<file path="src/rtl/alu_arbiter.sv">
// Two-requester round-robin front end for one shared ALU: grant in IDLE,
// drive the ALU for one EXEC cycle, then present a registered response in RESP.
module alu_arbiter #(
  parameter int DATA_W = 64
) (
  input  logic              clk,
  input  logic              rst_n,
  input  logic              req0,
  input  logic              req1,
  input  logic [3:0]        op0,
  input  logic [3:0]        op1,
  input  logic [DATA_W-1:0] a0,
  input  logic [DATA_W-1:0] b0,
  input  logic [DATA_W-1:0] a1,
  input  logic [DATA_W-1:0] b1,
  output logic              gnt0,
  output logic              gnt1,
  output logic [DATA_W-1:0] alu_a,
  output logic [DATA_W-1:0] alu_b,
  output logic [3:0]        alu_op,
  input  logic [DATA_W-1:0] alu_f,
  input  logic              alu_z,
  output logic              rsp_valid,
  output logic              rsp_id,
  output logic [DATA_W-1:0] rsp_f,
  output logic              rsp_z,
  output logic              rsp_err
);

  typedef enum logic [1:0] {IDLE, EXEC, RESP} state_t;

  state_t              state_q;
  logic                last_gnt_q;   // 1: requester 1 was granted most recently
  logic [3:0]          op_q;
  logic [DATA_W-1:0]   a_q, b_q;
  logic                id_q;
  logic                rsp_valid_q, rsp_id_q, rsp_z_q, rsp_err_q;
  logic [DATA_W-1:0]   rsp_f_q;
  logic                idle, op_bad_d;

  // Grants are gated by rst_n so nothing is accepted while reset is held.
  assign idle = (state_q == IDLE);
  assign gnt0 = rst_n && idle && req0 && (!req1 || last_gnt_q);
  assign gnt1 = rst_n && idle && req1 && (!req0 || !last_gnt_q);

  always_comb begin
    op_bad_d = 1'b1;
    case (op_q)
      4'b0000, 4'b0001, 4'b0010, 4'b0110, 4'b0111, 4'b1100: op_bad_d = 1'b0;
      default: op_bad_d = 1'b1;
    endcase
  end

  always_ff @(posedge clk or negedge rst_n) begin
    if (!rst_n) begin
      state_q     <= IDLE;
      last_gnt_q  <= 1'b1;
      op_q        <= '0;
      a_q         <= '0;
      b_q         <= '0;
      id_q        <= 1'b0;
      rsp_valid_q <= 1'b0;
      rsp_id_q    <= 1'b0;
      rsp_f_q     <= '0;
      rsp_z_q     <= 1'b0;
      rsp_err_q   <= 1'b0;
    end else begin
      case (state_q)
        IDLE: begin
          if (gnt0 || gnt1) begin
            op_q       <= gnt1 ? op1 : op0;
            a_q        <= gnt1 ? a1  : a0;
            b_q        <= gnt1 ? b1  : b0;
            id_q       <= gnt1;
            last_gnt_q <= gnt1;
            state_q    <= EXEC;
          end
        end
        EXEC: begin
          // Bad ops never leak ALU outputs into the response.
          rsp_f_q     <= op_bad_d ? '0 : alu_f;
          rsp_z_q     <= op_bad_d ? 1'b0 : alu_z;
          rsp_err_q   <= op_bad_d;
          rsp_id_q    <= id_q;
          rsp_valid_q <= 1'b1;
          state_q     <= RESP;
        end
        RESP: begin
          rsp_valid_q <= 1'b0;
          state_q     <= IDLE;
        end
        default: begin
          rsp_valid_q <= 1'b0;
          state_q     <= IDLE;
        end
      endcase
    end
  end

  // Operand registers only load on a grant, so the ALU inputs hold outside EXEC.
  assign alu_a     = a_q;
  assign alu_b     = b_q;
  assign alu_op    = op_q;
  assign rsp_valid = rsp_valid_q;
  assign rsp_id    = rsp_id_q;
  assign rsp_f     = rsp_f_q;
  assign rsp_z     = rsp_z_q;
  assign rsp_err   = rsp_err_q;

endmodule

</file>
<file path="config.mk">
export PLATFORM = sky130hd
export DESIGN_NAME = alu_arbiter
export DESIGN_NICKNAME = d
export VERILOG_FILES = /design/src/rtl/alu_arbiter.sv
export SDC_FILE = /design/constraint.sdc
export NUM_CORES = 1
export LEC_CHECK = 0
export ABC_AREA = 1
export ABC_CLOCK_PERIOD_IN_PS = 2840
export BUFFER_PORTS_ARGS = -buffer_cell sky130_fd_sc_hd__buf_2
export CAP_MARGIN = 15
export CORE_AREA = 2 2 210 212
export CTS_CLUSTER_DIAMETER = 100
export DETAILED_ROUTE_END_ITERATION = 10
export DIE_AREA = 0 0 212 214
export SLEW_MARGIN = 30
export SYNTH_ARGS = -nofsm -noshare
export SYNTH_HDL_FRONTEND = slang
export SYNTH_SLANG_ARGS = --single-unit
</file>
<file path="constraint.sdc">
create_clock -name clk -period 2.84 [get_ports clk]
set_input_delay 0.568 -clock clk [delete_from_list [all_inputs] [get_ports clk]]
set_output_delay 0.568 -clock clk [all_outputs]
set_load 0.03 [all_outputs]
</file>
==> impl_results.rst <==
.. list-table::
   :header-rows: 1

   * - Metric
     - Value
   * - Result of the run
     - finished, final reports clean
   * - Total internal power
     - 0.00853 W
   * - Largest fanout of any net on the critical path
     - 4
   * - First-pass GRT wire length
     - 59,300 um
   * - Setup repair after global routing missed its margin
     - false
   * - Remaining Overflow, GRT
     - 0
   * - Total Neg Setup Slack
     - 0 ns
   * - Normalized max-slew margin
     - a little over two fifths
   * - Clock edge transition at the registers on the reported setup and hold paths
     - 0.06 ns
   * - Most frequent cells in the layout
     - 533 x sky130_fd_sc_hd__buf_2, 403 x sky130_fd_sc_hd__nand2_1, 265 x sky130_fd_sc_hd__nand3_1
   * - Placement Rows
     - 76
   * - Largest voltage drop on the vdd net
     - 0.000378 V
   * - Routability-driven placement congestion ratio
     - 0.904
   * - Buffers inserted during post-CTS setup optimization
     - 0
   * - Number of routed nets with antenna violations
     - 0
   * - Final total power
     - about 0.016 W
   * - Die Area
     - 45,400 um2
   * - Flip-flop and latch count after synthesis
     - 204
   * - Switching portion of total power
     - 48.2%
   * - Routed length per placed instance
     - 15.9 um
   * - Clock Power Share
     - 19.6%
   * - Number of buffers added by the clock tree synthesis step
     - 25
   * - Actual transition at the worst max-transition pin
     - 0.856 ns
   * - Number of endpoints failing setup at the final stage
     - 0
   * - Worst-Skew Late Latency
     - ~0.52 ns
   * - Most common library cell in the layout ignoring fill and taps
     - sky130_fd_sc_hd__buf_2
   * - Fraction of final layout cells with drive strength greater than 1
     - 33.0%
   * - Layout overhead on the synthesized area
     - 38.8%
   * - Number of H-tree levels
     - 1
   * - Worst Path Arrival
     - 1.93 ns
   * - Seq/Total Area, Yosys
     - 48.8%
   * - Horiz. Die Dim
     - 212 um
   * - CTS Root Cell
     - sky130_fd_sc_hd__clkbuf_16
   * - Initial core utilization
     - approximately a quarter
   * - CP Launch Type
     - flop
   * - Psw
     - 0.00795 W
   * - Number of antenna violations at the first check in global routing
     - 2
   * - Leakage power of the design
     - 8.20 nW
   * - Sinks on the clock net
     - 204
   * - TritonCTS clock tree
     - yes
   * - CP Capture Type
     - primary output
   * - Number of warnings printed during yosys synthesis
     - 0
   * - Bufs on Longest Clock Path
     - 3
   * - Sequential share of power
     - 31.6%
   * - Max-Cap Viols
     - 0
   * - Category of the most critical setup path
     - reg2out
   * - Port Buffers
     - 534
   * - Pins over their slew limit
     - 0
   * - Vertical extent of the die
     - 214 um
   * - DRT Wirelength
     - 38,300 um
   * - P per Cell Area
     - 1140 nW/um2
   * - Clk_skew
     - 0.00806 ns
   * - Number of inserted filler cells in the final layout
     - 4,557
   * - Std-Cell Core Area
     - 42,900 um2
   * - Time the final worst path needs with I/O delays and setup
     - around 2.5 ns
   * - Number of different library cells in the post-synthesis netlist
     - 19
   * - Resize count post-CTS
     - 0
   * - Number of remaining DRC errors
     - 0
   * - Vias/cell
     - 4.52
   * - HPWL after DPL
     - 27,100 um
   * - Maximum clock rate
     - 0.400 GHz
   * - Endpoints failing hold
     - 0
   * - Overall global routing resource usage
     - ~16%
   * - Number of global-route vias before repair
     - 10.7k
   * - Hold buffer count at cts
     - 0
   * - Router iterations before antenna repair
     - 5
   * - Post-Syn Area
     - between 10,000 and 15,000 um2
   * - Count of boundary I/O pins
     - 535
   * - Total number of nets in the final design
     - 2,141
   * - Final worst-path cycle share
     - 88.0%
   * - Net count after synthesis
     - around 1.7k
   * - Largest net degree at the start of global routing
     - 111
   * - Part of the total power dissipated in combinational logic
     - 48.8%
   * - Initial DRC Count
     - approximately 700
   * - Mean instance size in the synthesized netlist
     - 7.82 um2
   * - Worst hold-check slack
     - 0.116 ns
   * - Cells after Synth
     - 1,337
   * - Worst Path Required
     - 2.27 ns
   * - Hold/Removal Path Class
     - in2async
   * - Total vias in the final route
     - 10.9k
   * - Number of cells traversed by the worst register-to-register path
     - 6
-- sequential cells by signal, indices dropped and copies added (netlist names) --
signal      flops
rsp_f          64
last_gnt_q      1
alu_a          64
rsp_z           1
alu_b          64
id_q            1
rsp_id          1
state_q         2
alu_op          4
rsp_valid       1
rsp_err         1
-- per-stage QoR --
| step | area [um2] | instances | setup WS (ns) | utilization, % |
|---|---|---|---|---|
| 6_report | 14500 | 2413 | 0.341 | 33.9 |
| 3_5_place_dp | 13700 | 2366 | 0.285 | 31.9 |
| 2_1_floorplan | 10500 | 1337 | 1.03 | - |
| 4_1_cts | 14500 | 2410 | 0.304 | 33.8 |
| 5_1_grt | 14500 | 2412 | 0.275 | 33.9 |
| 3_3_place_gp | 13700 | 2366 | 0.352 | 31.9 |
-- worst max-delay path: stages, from the launching register on --
cell and delay, ns:
sky130_fd_sc_hd__dfrtp_1 0.38, sky130_fd_sc_hd__nor2_1 0.34, sky130_fd_sc_hd__nand2_4 0.12, sky130_fd_sc_hd__nor2_4 0.28, sky130_fd_sc_hd__buf_2 0.28
-- cell usage after synthesis --
master	number	share of area, %
sky130_fd_sc_hd__nor2_4	1	0.11
sky130_fd_sc_hd__o21bai_1	132	9.5
sky130_fd_sc_hd__buf_1	12	0.43
sky130_fd_sc_hd__nor2b_1	1	0.060
sky130_fd_sc_hd__buf_2	38	1.8
sky130_fd_sc_hd__a21oi_2	1	0.084
sky130_fd_sc_hd__dfstp_2	1	0.25
sky130_fd_sc_hd__inv_2	1	0.036
sky130_fd_sc_hd__nand2_1	405	15
sky130_fd_sc_hd__o21ai_0	3	0.14
sky130_fd_sc_hd__dfrtp_1	203	49
sky130_fd_sc_hd__a21oi_1	1	0.048
sky130_fd_sc_hd__nor2_1	2	0.072
sky130_fd_sc_hd__buf_4	9	0.65
sky130_fd_sc_hd__clkbuf_1	53	1.9
sky130_fd_sc_hd__nand3_1	266	13
sky130_fd_sc_hd__nand2_2	2	0.12
sky130_fd_sc_hd__nand4_1	66	3.9
sky130_fd_sc_hd__inv_1	140	5.0
-- cells by family (layout without fill, tap and decap cells) --
kind of cell,count (synthesis),after routing,synth area share (%)
other,0,3,0
AOI/OAI and AO/OA,137,137,9.75
buffers and inverters,253,741,9.86
and+or+nand+nor,743,743,31.6
DFF,204,204,48.8
-- cell type report --
type / instances / area (um2) / area share [%]
clock buffer: 39 / 748 / 5.15
clock inverter: 5 / 75.1 / 0.517
timing repair buffer: 556 / 2960 / 20.4
antenna: 3 / 7.51 / 0.0517
inverter: 141 / 532 / 3.66
multi-input combinational: 880 / 4360 / 30.0
sequential: 204 / 5110 / 35.2
tap: 585 / 732 / 5.04
-- path summary, 6_finish.rpt --
check                      slack, ns        from        end
max                             0.34  state_q[0]       gnt1
min                             0.12       rst_n  alu_a[18]
max reg2reg                     0.55  state_q[0]  alu_a[41]
min reg2reg                     0.47   rsp_f[31]  rsp_f[31]
max in group asynchronous       1.55       rst_n  rsp_f[28]
min in group clk                0.29   alu_f[38]  rsp_f[38]
-- routing by layer --
metal / track usage [%] / share of wire [%] / vias up
met3: 2.99 / 6.8 / 74
met2: 27.5 / 47 / 413
met1: 20.6 / 42 / 5129
li1: - / - / 5284
met4: 6.43 / 3.4 / 0
met5: 0 / 0 / -
-- power groups by stage --
stage          clock, W  combinational (W)  sequential [W]
3_5_place_dp          0            0.00814         0.00520
6_report        0.00322            0.00805         0.00521
5_1_grt         0.00344            0.00866         0.00540
2_1_floorplan         0            0.00240         0.00801
3_3_place_gp          0            0.00803         0.00523
4_1_cts         0.00333            0.00814         0.00521
No activity file was read; power rests on OpenSTA's default activity.
